[src/rtl/pcm_voice_mixer_pkg.sv]
// Shared types, defaults and the output saturation helper for the PCM voice mixer.
// Saturation is fixed at 16-bit output, so PCM_W must stay at its default of 16.
package pcm_voice_mixer_pkg;

  localparam int PCM_W_DEF      = 16;
  localparam int VOL_W_DEF      = 6;
  localparam int PAN_W_DEF      = 4;
  localparam int MAX_VOICES     = 16;
  localparam int ACC_MAX_W      = PCM_W_DEF + VOL_W_DEF + 6 + $clog2(MAX_VOICES);

  localparam logic signed [ACC_MAX_W-1:0] SAT_HI = (2 ** (PCM_W_DEF - 1)) - 1;
  localparam logic signed [ACC_MAX_W-1:0] SAT_LO = -(2 ** (PCM_W_DEF - 1));

  typedef logic signed [PCM_W_DEF-1:0] pcm_t;

  typedef enum logic [1:0] {
    IDLE,
    ACCUM,
    SAT,
    OUT
  } mix_state_t;

  typedef struct packed {
    pcm_t value;
    logic clipped;
  } sat_t;

  // Scale the accumulator back to sample range and clamp to the 16-bit signed range.
  function automatic sat_t sat16(input logic signed [ACC_MAX_W-1:0] acc, input int shift);
    logic signed [ACC_MAX_W-1:0] v;
    sat_t r;
    v = acc >>> shift;
    if (v > SAT_HI) begin
      r.value   = SAT_HI[PCM_W_DEF-1:0];
      r.clipped = 1'b1;
    end else if (v < SAT_LO) begin
      r.value   = SAT_LO[PCM_W_DEF-1:0];
      r.clipped = 1'b1;
    end else begin
      r.value   = v[PCM_W_DEF-1:0];
      r.clipped = 1'b0;
    end
    return r;
  endfunction

endpackage

[src/rtl/pcm_voice_mixer_if.sv]
// Mixed stereo sample bus from the voice mixer to the PCM serializer.
interface pcm_voice_mixer_if #(
    parameter int PCM_W = 16
);

    logic signed [PCM_W-1:0] pcm_data_left;
    logic signed [PCM_W-1:0] pcm_data_right;
    logic                    pcm_data_valid;

    modport master (
        output pcm_data_left,
        output pcm_data_right,
        output pcm_data_valid
    );

    modport slave (
        input pcm_data_left,
        input pcm_data_right,
        input pcm_data_valid
    );

endinterface

[src/rtl/pcm_voice_mixer_mac.sv]
// Combinational sample * volume * pan-weight product for one voice; one instance per channel.
module pcm_voice_mixer_mac #(
    parameter int PCM_W  = 16,
    parameter int VOL_W  = 6,
    parameter int PAN_W  = 4,
    parameter int PROD_W = PCM_W + VOL_W + 6
) (
    input  logic signed [PCM_W-1:0]  sample,
    input  logic        [VOL_W-1:0]  volume,
    input  logic        [PAN_W:0]    weight,
    input  logic                     enable,
    output logic signed [PROD_W-1:0] product
);

    logic signed [PROD_W-1:0] sample_ext;
    logic signed [PROD_W-1:0] volume_ext;
    logic signed [PROD_W-1:0] weight_ext;

    // Operands are widened first so the product is formed at full width; the true
    // magnitude never exceeds 2^(PCM_W+VOL_W+PAN_W-1), well inside PROD_W.
    always_comb begin
        sample_ext = PROD_W'(sample);
        volume_ext = PROD_W'({1'b0, volume});
        weight_ext = PROD_W'({1'b0, weight});
        product    = enable ? sample_ext * volume_ext * weight_ext : '0;
    end

endmodule

[src/rtl/pcm_voice_mixer.sv]
// Time-multiplexed N-voice stereo mixer: snapshot on sample_tick, one voice per clk, saturate, present.
// Stereo pan is built only when PCM_VOICE_MIXER_PAN_EN is defined; otherwise the mix is mono (L == R).
module pcm_voice_mixer
    import pcm_voice_mixer_pkg::*;
#(
    parameter int NUM_VOICES = 4,
    parameter int PCM_W      = PCM_W_DEF,
    parameter int VOL_W      = VOL_W_DEF,
    parameter int PAN_W      = PAN_W_DEF
) (
    input  logic                    clk,
    input  logic                    rst_active_high,
    input  logic                    sample_tick,
    input  logic signed [PCM_W-1:0] voice_sample [NUM_VOICES],
    input  logic        [VOL_W-1:0] voice_volume [NUM_VOICES],
    input  logic        [PAN_W-1:0] voice_pan    [NUM_VOICES],
    input  logic [NUM_VOICES-1:0]   voice_enable,
    pcm_voice_mixer_if.master       pcm,
    output logic                    busy,
    output logic                    clip,
    output logic                    overrun
);

    localparam int PROD_W = PCM_W + VOL_W + 6;
    localparam int ACC_W  = PCM_W + VOL_W + 6 + $clog2(NUM_VOICES);
    localparam int IDX_W  = (NUM_VOICES > 1) ? $clog2(NUM_VOICES) : 1;
    localparam int SHIFT  = VOL_W + PAN_W;

    localparam logic [IDX_W-1:0] LAST_IDX = IDX_W'(NUM_VOICES - 1);
    localparam logic [PAN_W:0]   W_UNITY  = {1'b1, {PAN_W{1'b0}}};

    mix_state_t state, state_next;

    logic signed [PCM_W-1:0] snap_sample [NUM_VOICES];
    logic        [VOL_W-1:0] snap_volume [NUM_VOICES];
    logic [NUM_VOICES-1:0]   snap_en;

    logic        [IDX_W-1:0]  idx;
    logic signed [ACC_W-1:0]  acc_l, acc_r;
    logic signed [PCM_W-1:0]  sat_l, sat_r;
    logic signed [PCM_W-1:0]  cur_sample;
    logic        [VOL_W-1:0]  cur_volume;
    logic                     cur_en;
    logic        [PAN_W:0]    w_l, w_r;
    logic signed [PROD_W-1:0] prod_l, prod_r;
    sat_t                     res_l, res_r;

    // ------------------------------------------------------------------
    // FSM
    // ------------------------------------------------------------------
    always_ff @(posedge clk) begin
        if (rst_active_high) state <= IDLE;
        else                 state <= state_next;
    end

    // NOTE: every combinational output gets a default before the case so no path
    // leaves it unassigned, which would otherwise infer a latch.
    always_comb begin
        state_next = state;
        case (state)
            IDLE:    if (sample_tick) state_next = ACCUM;
            ACCUM:   if (idx == LAST_IDX) state_next = SAT;
            SAT:     state_next = OUT;
            OUT:     state_next = IDLE;
            default: state_next = IDLE;
        endcase
    end

    assign busy = (state != IDLE);

    // ------------------------------------------------------------------
    // Current voice and pan weights
    // ------------------------------------------------------------------
`ifdef PCM_VOICE_MIXER_PAN_EN
    logic [PAN_W-1:0] snap_pan [NUM_VOICES];

    always_comb begin
        w_l = W_UNITY - {1'b0, snap_pan[idx]};
        w_r = {1'b0, snap_pan[idx]};
    end
`else
    logic unused_pan;

    // Mono build: pan has no effect and is only folded here to mark it as consumed.
    always_comb begin
        unused_pan = 1'b0;
        for (int i = 0; i < NUM_VOICES; i++) unused_pan ^= ^voice_pan[i];
        w_l = W_UNITY;
        w_r = W_UNITY;
    end
`endif

    always_comb begin
        cur_sample = snap_sample[idx];
        cur_volume = snap_volume[idx];
        cur_en     = snap_en[idx];
    end

    pcm_voice_mixer_mac #(
        .PCM_W  (PCM_W),
        .VOL_W  (VOL_W),
        .PAN_W  (PAN_W),
        .PROD_W (PROD_W)
    ) u_mac_l (
        .sample  (cur_sample),
        .volume  (cur_volume),
        .weight  (w_l),
        .enable  (cur_en),
        .product (prod_l)
    );

    pcm_voice_mixer_mac #(
        .PCM_W  (PCM_W),
        .VOL_W  (VOL_W),
        .PAN_W  (PAN_W),
        .PROD_W (PROD_W)
    ) u_mac_r (
        .sample  (cur_sample),
        .volume  (cur_volume),
        .weight  (w_r),
        .enable  (cur_en),
        .product (prod_r)
    );

    always_comb begin
        res_l = sat16(ACC_MAX_W'(acc_l), SHIFT);
        res_r = sat16(ACC_MAX_W'(acc_r), SHIFT);
    end

    // ------------------------------------------------------------------
    // Datapath
    // ------------------------------------------------------------------
    // NOTE: sequential state uses non-blocking assignments so every register
    // samples its inputs from the same clock edge regardless of statement order.
    always_ff @(posedge clk) begin
        if (rst_active_high) begin
            idx                <= '0;
            acc_l              <= '0;
            acc_r              <= '0;
            sat_l              <= '0;
            sat_r              <= '0;
            snap_en            <= '0;
            pcm.pcm_data_left  <= '0;
            pcm.pcm_data_right <= '0;
            pcm.pcm_data_valid <= 1'b0;
            clip               <= 1'b0;
            overrun            <= 1'b0;
            // NOTE: the snapshot is a handful of flops, not a RAM, so clearing it
            // on reset is cheap and keeps a post-reset mix free of stale voices.
            for (int i = 0; i < NUM_VOICES; i++) begin
                snap_sample[i] <= '0;
                snap_volume[i] <= '0;
`ifdef PCM_VOICE_MIXER_PAN_EN
                snap_pan[i]    <= '0;
`endif
            end
        end else begin
            pcm.pcm_data_valid <= (state == OUT);
            if (sample_tick && state != IDLE) overrun <= 1'b1;

            case (state)
                IDLE: begin
                    if (sample_tick) begin
                        for (int i = 0; i < NUM_VOICES; i++) begin
                            snap_sample[i] <= voice_sample[i];
                            snap_volume[i] <= voice_volume[i];
`ifdef PCM_VOICE_MIXER_PAN_EN
                            snap_pan[i]    <= voice_pan[i];
`endif
                        end
                        snap_en <= voice_enable;
                        idx     <= '0;
                        acc_l   <= '0;
                        acc_r   <= '0;
                    end
                end
                ACCUM: begin
                    acc_l <= acc_l + ACC_W'(prod_l);
                    acc_r <= acc_r + ACC_W'(prod_r);
                    if (idx != LAST_IDX) idx <= idx + 1'b1;
                end
                SAT: begin
                    sat_l <= res_l.value;
                    sat_r <= res_r.value;
                    if (res_l.clipped || res_r.clipped) clip <= 1'b1;
                end
                OUT: begin
                    pcm.pcm_data_left  <= sat_l;
                    pcm.pcm_data_right <= sat_r;
                end
                default: ;
            endcase
        end
    end

endmodule
[src/flat_wrapper.sv]
// flat-port wrapper written by rule: the top's interface ports become plain ports
module pcm_voice_mixer_flat import pcm_voice_mixer_pkg::*;
#(
    parameter int NUM_VOICES = 4,
    parameter int PCM_W      = PCM_W_DEF,
    parameter int VOL_W      = VOL_W_DEF,
    parameter int PAN_W      = PAN_W_DEF
)
  (clk, rst_active_high, sample_tick, voice_sample, voice_volume, voice_pan, voice_enable, busy, clip, overrun, pcm_pcm_data_left, pcm_pcm_data_right, pcm_pcm_data_valid);
  pcm_voice_mixer_if #(.PCM_W(PCM_W)) pcm_i ();
  input  logic clk;
  input  logic rst_active_high;
  input  logic sample_tick;
  input  logic signed [PCM_W-1:0] voice_sample[NUM_VOICES];
  input  logic        [VOL_W-1:0] voice_volume[NUM_VOICES];
  input  logic        [PAN_W-1:0] voice_pan[NUM_VOICES];
  input  logic [NUM_VOICES-1:0] voice_enable;
  output logic busy;
  output logic clip;
  output logic overrun;
  output wire logic [$bits(pcm_i.pcm_data_left)-1:0] pcm_pcm_data_left;
  output wire logic [$bits(pcm_i.pcm_data_right)-1:0] pcm_pcm_data_right;
  output wire logic [$bits(pcm_i.pcm_data_valid)-1:0] pcm_pcm_data_valid;
  assign pcm_pcm_data_left = pcm_i.pcm_data_left;
  assign pcm_pcm_data_right = pcm_i.pcm_data_right;
  assign pcm_pcm_data_valid = pcm_i.pcm_data_valid;
  pcm_voice_mixer #(.NUM_VOICES(NUM_VOICES), .PCM_W(PCM_W), .VOL_W(VOL_W), .PAN_W(PAN_W)) u_core (.clk(clk), .rst_active_high(rst_active_high), .sample_tick(sample_tick), .voice_sample(voice_sample), .voice_volume(voice_volume), .voice_pan(voice_pan), .voice_enable(voice_enable), .pcm(pcm_i), .busy(busy), .clip(clip), .overrun(overrun));
endmodule
[config.mk]
export PLATFORM = sky130hd
export DESIGN_NAME = pcm_voice_mixer_flat
export DESIGN_NICKNAME = d
export VERILOG_FILES = /design/src/rtl/pcm_voice_mixer_pkg.sv /design/src/rtl/pcm_voice_mixer_if.sv /design/src/rtl/pcm_voice_mixer_mac.sv /design/src/rtl/pcm_voice_mixer.sv /design/src/flat_wrapper.sv
export SDC_FILE = /design/constraint.sdc
export NUM_CORES = 1
export LEC_CHECK = 0
export ABC_AREA = 1
export CAP_MARGIN = 20
export CORE_MARGIN = 8
export CORE_UTILIZATION = 60
export DETAILED_ROUTE_END_ITERATION = 8
export PLACE_DENSITY = 0.86
export SKIP_CTS_REPAIR_TIMING = 1
export SYNTH_ARGS = -nofsm -noshare
export SYNTH_HDL_FRONTEND = slang
export SYNTH_SLANG_ARGS = --single-unit
export TNS_END_PERCENT = 20
[constraint.sdc]
create_clock -name clk -period 15.15 [get_ports clk]
set_input_delay 3.03 -clock clk [delete_from_list [all_inputs] [get_ports clk]]
set_output_delay 3.03 -clock clk [all_outputs]
set_load 0.02 [all_outputs]
==> results.tsv <==
stage	metric	value	unit
floorplanning	Initial Util	60.8	%
setup_path	RR Endpoint	u_core.acc_l[28]$_SDFFE_PP0P_	
final_layout	Ant. Diodes	0	
pwr	VDD IR max	0.000107	V
run	# Max-Cap Violations	0	
drt	WL/cell	14.7	um
worst_hold_path	hold path cells	2	
sta	RSZ-0062 raised after global routing	false	
synthesis	Cells after Synth	1940	
setup_path	Slowest cell on crit path	o311ai_0	
cts	Clock Path Buffers	3	
synthesis	xor/xnor share of the synthesized area	0.891	%
synthesis	EDFF count, synth	88	
final_layout	nets	2313	
sta	final clock skew	22.2	ps
synthesis	mean post-synth cell area	7.60	um2
floorplanning	Row Count	57	
setup_path	nature of the critical path startpoint	flop	
synthesis	Netlist cell types	51	
drt	metal2 WL	16700	um
place	Detailed Place HPWL	26200	um
synthesis	Post-Synth Simple-Gate Area	22.1	%
synthesis	#FFs+latches synth	217	
pwr	power per standard cell area	181	nW/um2
sta	Worst-Margin Slew	1090	ps
floorplanning	IO Pins	147	
place	Port Buffers	130	
drt	wl on met1	14800	um
cts	clk root buf	clkbuf_16	
pwr	leak pwr	0.00805	uW
cts	CTS buffer count	23	
drt	met3 WL post-DR	2320	um
synthesis	Synth area leaders	edfxtp_1 18%, dfxtp_1 18%, fa_1 9.4%, nand2_1 8.6%, ha_1 8.1%	
sta	final setup fails	0	
place	RePlAce Congestion	0.903	
drt	highest metal used	met4	
floorplanning	die area	29900	um2
final_layout	area of the multi-input gates	8080	um2
pwr	power after layout	3090	uW
setup_path	kind of critical path	flop to flop	
drt	DR iter-0 viols	950	
global_routing	largest net degree at the start of global routing	91	
sta	final count of pins violating max slew	0	
setup_path	crit-path most repeated cell	inv_1	
sta	Final Hold Fails	0	
setup_path	FF-to-FF path depth	30	
global_routing	Global Route Usage Sum	23.1	%
setup_path	reg2reg setup slack	7560	ps
synthesis	main combinational cell family by area after synthesis	simple AND/OR/NAND/NOR gates	
run_status	status	finished, final reports clean	
global_routing	grt total ovfl	0	
final_layout	Register Area	5230	um2
setup_path	crit-path max FO	45	
setup_path	Worst setup EP type	flop	
sta	Relative slew margins	27.4	%
cts	Worst-Skew Late Latency	520	ps
synthesis	Async SR Flop Fraction	0	%
drt	total number of vias	12961	
setup_path	Crit path required time	15530	ps
global_routing	vias in the first global route	13130	
sta	setup_tns	0	ps
synthesis	largest area contributor in the netlist	edfxtp_1	
floorplanning	Core ar.	24200	um2
drt	First-pass DRT Iterations	6	
sta	fin crit share	50.1	%
global_routing	initial antenna violation count	0	
synthesis	Post-Synthesis Cell Area	14800	um2
cts	clk sinks	217	
synthesis	Yosys top cell area share	17.9	%
floorplanning	Die H	173	um
sta	fin crit period	7590	ps
drt	Post-DRT Antenna Nets	0	
final_layout	share of cells above drive strength 1	4.82	%
synthesis	mux contribution to synthesized area	0	%
setup_path	Max stage delay on crit path	580	ps
setup_path	Critical Path End	u_core.acc_l[28]$_SDFFE_PP0P_	
drt	# DRC	0	
final_layout	FILL cells	1891	
synthesis	Post-Synth Adder-Cell Area	17.4	%
synthesis	top_reg_cell synth	dfxtp_1	
sta	Fmax achieved	132	MHz
cts	CTS tree	done	
synthesis	sequential fraction of the synthesis area	35.4	%
synthesis	synth warn	0	
final_layout	Layout area overhead	15.7	%
global_routing	first-pass GRT wire length	59800	um
setup_path	CP arrival	7970	ps
cts	Reg clk slew, reported paths	60	ps
cts	H-tree levels	1	
synthesis	Compound-Gate Fraction of Synth Area	14.2	%
floorplanning	DIE WIDTH	173	um
drt	Vias/cell	5.45	
worst_hold_path	min-delay worst type	flop to flop	
drt	total wire length	34900	um
synthesis	Mapped Nets	2215	
[worst min-delay path by stage]
stage,start,endpoint,slack (ps)
floorplan,u_core.snap_en[3]$_SDFFE_PP0P_,u_core.snap_en[3]$_SDFFE_PP0P_,440
global placement,u_core.clip$_SDFFE_PP0P_,u_core.clip$_SDFFE_PP0P_,440
detailed placement,u_core.clip$_SDFFE_PP0P_,u_core.clip$_SDFFE_PP0P_,450
CTS,u_core.clip$_SDFFE_PP0P_,u_core.clip$_SDFFE_PP0P_,450
global route,u_core.sat_r[5]$_SDFFE_PP0P_,u_core.sat_r[5]$_SDFFE_PP0P_,480
finish,u_core.clip$_SDFFE_PP0P_,u_core.clip$_SDFFE_PP0P_,450
[cell usage after synthesis (3+ instances only)]
library cell  instances
nor3_1                5
nand3_2              13
a21o_1                4
edfxtp_1             88
clkbuf_1             59
a31oi_1               5
xor2_1               10
nor2_1              297
nand4_1              17
nand2_2              11
o21a_1               10
ha_1                 95
dfxtp_1             129
inv_1               314
a32oi_1              12
o21bai_1              4
nor2_2                7
nand3b_1              3
o21ai_0             127
xnor2_1               5
fa_1                 69
nand3_1              63
nand2_4               4
nand2_1             338
o22ai_1               5
or2_2                 8
a21oi_1             199
a32o_1                5
[cell usage in the layout, fill, tap and decap left out, drive strengths merged, types with 4 or more instances in the layout]
| cell | n |
|---|---|
| nor2 | 305 |
| nand2 | 353 |
| dfxtp | 129 |
| or2 | 10 |
| a32oi | 12 |
| edfxtp | 88 |
| a21o | 4 |
| clkinv | 7 |
| nor3 | 6 |
| o21ai | 129 |
| clkbuf | 29 |
| xnor2 | 5 |
| clkdlybuf4s50 | 129 |
| a32o | 5 |
| nand3 | 77 |
| a31oi | 5 |
| o21bai | 4 |
| o22ai | 5 |
| ha | 95 |
| a21oi | 199 |
| buf | 10 |
| fa | 69 |
| xor2 | 10 |
| inv | 319 |
| o21a | 10 |
| nand4 | 17 |
[routing by layer]
metal	vias to the layer above	GRT usage, %
met5	-	0
met4	0	8.08
met3	79	4.18
met2	452	40.1
met1	5983	28.3
li1	6447	-
[per-stage QoR]
stage	instances	hold slack (ps)	utilization (%)	instance area [um2]	worst slack, ps
6_report	2377	451	70.4	17100	7560
2_1_floorplan	1940	437	-	14800	8870
4_1_cts	2376	455	70.4	17100	7590
5_1_grt	2377	478	70.4	17100	6980
3_5_place_dp	2336	445	67.2	16300	7720
3_3_place_gp	2334	440	67.0	16300	7780
[sequential cells by signal, summed over array words and instances, names as in the netlist, 2 cells and up, named ones only]
register,cells
u_core.acc_l,26
u_core.acc_r,26
u_core.idx,2
u_core.pcm.pcm_data_left,16
u_core.pcm.pcm_data_right,16
u_core.sat_l,16
u_core.sat_r,16
u_core.snap_en,4
u_core.snap_sample,64
u_core.snap_volume,24
u_core.state,2
[layout make-up]
type | instances | share of cell area (%)
Clock inverter | 11 | 0.799
Inverter | 319 | 7.03
Timing Repair Buffer | 139 | 8.23
Clock buffer | 29 | 3.62
Tap cell | 324 | 2.38
Multi-Input combinational cell | 1338 | 47.3
Sequential cell | 217 | 30.6
[power breakdown]
group / switching [uW] / internal [uW] / total [uW] / leakage (uW)
combinational: 1150 / 598 / 1750 / 0.00569
clock: 229 / 339 / 569 / 0.000373
sequential: 44.4 / 724 / 769 / 0.00199
total: 1420 / 1660 / 3090 / 0.00805
[critical path, delay by kind of cell (launching register included)]
family                     cells  cell delay [ps]
adders and majority gates      6             2900
AOI/OAI and AO/OA              7             1680
buffers and inverters          7             1430
and+or+nand+nor               10             1170
DFF                            1              300
[cells by family after synthesis]
| logic type | count (synthesis) |
|---|---|
| and+or+nand+nor | 774 |
| AOI/OAI and AO/OA | 385 |
| buffers and inverters | 385 |
| DFF | 217 |
| adders and majority gates | 164 |
| xor gates and xnor gates | 15 |
Note: power is estimated with default switching activity, not from simulation.
==> RTL change, RTL diff (same settings) <==
The option `PCM_VOICE_MIXER_PAN_EN` is turned on by a define.
--- a/src/rtl/pcm_voice_mixer.sv
+++ b/src/rtl/pcm_voice_mixer.sv
@@ -2,2 +2,4 @@
 // Stereo pan is built only when PCM_VOICE_MIXER_PAN_EN is defined; otherwise the mix is mono (L == R).
+`define PCM_VOICE_MIXER_PAN_EN
+
 module pcm_voice_mixer
Formal check against the unedited RTL: not equivalent (a bounded check fails within 10 cycles, from zero or initial values and one cycle with rst_active_high high).
==> RTL change against the unedited design <==
  * Non-clock buffer count grew 21
  * Design area up 47%
  * Wire length increased by 70%
  * Clock skew decreased by 2.5 ps
  * First-iteration DRC count is 50% higher
  * Sequential cell count increased by 24
  * Area after synthesis grew 52%
  * Core utilization down 3.1 points
  * Setup slack got worse by 3900 ps
  * Critical path type unchanged
  * Critical endpoint is now u_core.acc_l[29]
  * Largest cell class unchanged
Power is left out: the tool's default activity adds up to more than one toggle a clock period on the data nets, which glitch-free logic cannot reach.
==> RTL change: results (changes against the unedited design) <==
Run status
  – Run status: finished clean

Global routing
  – Total GRT Usage: 26.8% (+3.8 points)
  – Initial antenna violation count: 1 (+1)
  – Vias in the first global route: 20766 (+58%)
  – Largest net degree at the start of global routing: 105 (+15%)
  – First-pass GRT wire length: 99.0 mm (+66%)

Drt
  – Vias post-DR: 20352 (+57%)
  – Drt initial violations: 1426 (+50%)
  – DR pass1 iterations: 8 (+2)

Critical path
  – Critical-path maximum fanout: 53 (+18%)
  – WP data arrival: 11870 ps (+3900 ps)
  – Crit-path slowest cell: dfxtp_2
  – Crit-path max cell delay: 970 ps (+390 ps)

Final layout
  – Share of cells above drive strength 1: 3.46% (-1.4 points)
  – Biggest regs: u_core.snap_sample (64), u_core.acc_l (30), u_core.acc_r (30)

Placed design
  – IO buf count: 146 (+12%)
  – Area post-placement: 24300 um^2 (+49%)
  – Post-detail-place hpwl: 46.7 mm (+78%)
  – GPL Wtd Cong: 0.963 (+6.7%)

Yosys
  – Synth top area cells: fa_1 (17%), edfxtp_1 (14%), dfxtp_1 (12%)
  – Mapped Nets: 3507 (+58%)
  – Post-synth top cells: inv_1 (541), nand2_1 (525), nor2_1 (466)
  – Synth Instances: 3040 (+57%)
  – Post-synth EDFFs: 104 (+18%)

Timing
  – Clock skew: 19.7 ps (-2.45 ps)
  – Worst Max-Slew Pin Slew: 1040 ps (-46.0 ps)

Clock tree
  – Total CTS buffers: 25 (+8.7%)
  – Clock latency on the worst-skew pair: 560 ps (+40 ps)
[RTL change: cell count changes after synthesis, moves of 17 or more]
cell | unedited run | this run
clkbuf_1 | 59 | 76
o21ai_0 | 127 | 192
a21oi_1 | 199 | 320
nor2_1 | 297 | 466
ha_1 | 95 | 168
nand3_1 | 63 | 93
inv_1 | 314 | 541
fa_1 | 69 | 188
nand2_1 | 338 | 525
[RTL change: kinds of logic after synthesis]
family | Yosys count | share of synthesized area [%]
adder cells (fa/ha/maj) | 356 | 26.1
AO/OA/AOI/OAI | 608 | 14.8
buffers and inverters | 635 | 10.7
AND/OR/NAND/NOR | 1165 | 20.9
flip-flops | 241 | 26.1
XOR/XNOR | 35 | 1.40
[RTL change: final timing paths]
kind | start | to | slack, ps | cells after the start
setup reg to reg | register | u_core.acc_l[29] | 3690 | 50
hold reg to reg | u_core.sat_r[10] | u_core.sat_r[10] | 470 | 2
setup / recovery | register | u_core.acc_l[29] | 3690 | 50
hold / removal | u_core.sat_r[10] | u_core.sat_r[10] | 470 | 2
[RTL change: area by class of cell]
type / instances / area (um^2)
Tap cell: 474 / 593
Multi-Input combinational cell: 2164 / 14200
Clock inverter: 8 / 104
Sequential cell: 241 / 5870
Inverter: 545 / 2050
Clock buffer: 36 / 691
Fill cell: 3064 / 12200
Timing Repair Buffer: 160 / 1560
[RTL change: metal layers]
metal | track usage (%) | wire (um) | up-vias
met5 | 0 | 0 | -
met4 | 10.8 | 2250 | 0
met3 | 4.45 | 3870 | 125
met2 | 46.9 | 28600 | 816
met1 | 32.6 | 24600 | 9538
li1 | - | - | 9873
[RTL change: critical path, delay by kind of cell, from the launching register on]
family,cells,cell delay [ps]
fa+ha+maj,10,4580
compound gates,16,2490
simple gates,14,1630
buf+inv,9,1190
flops,1,970
xor+xnor,1,400
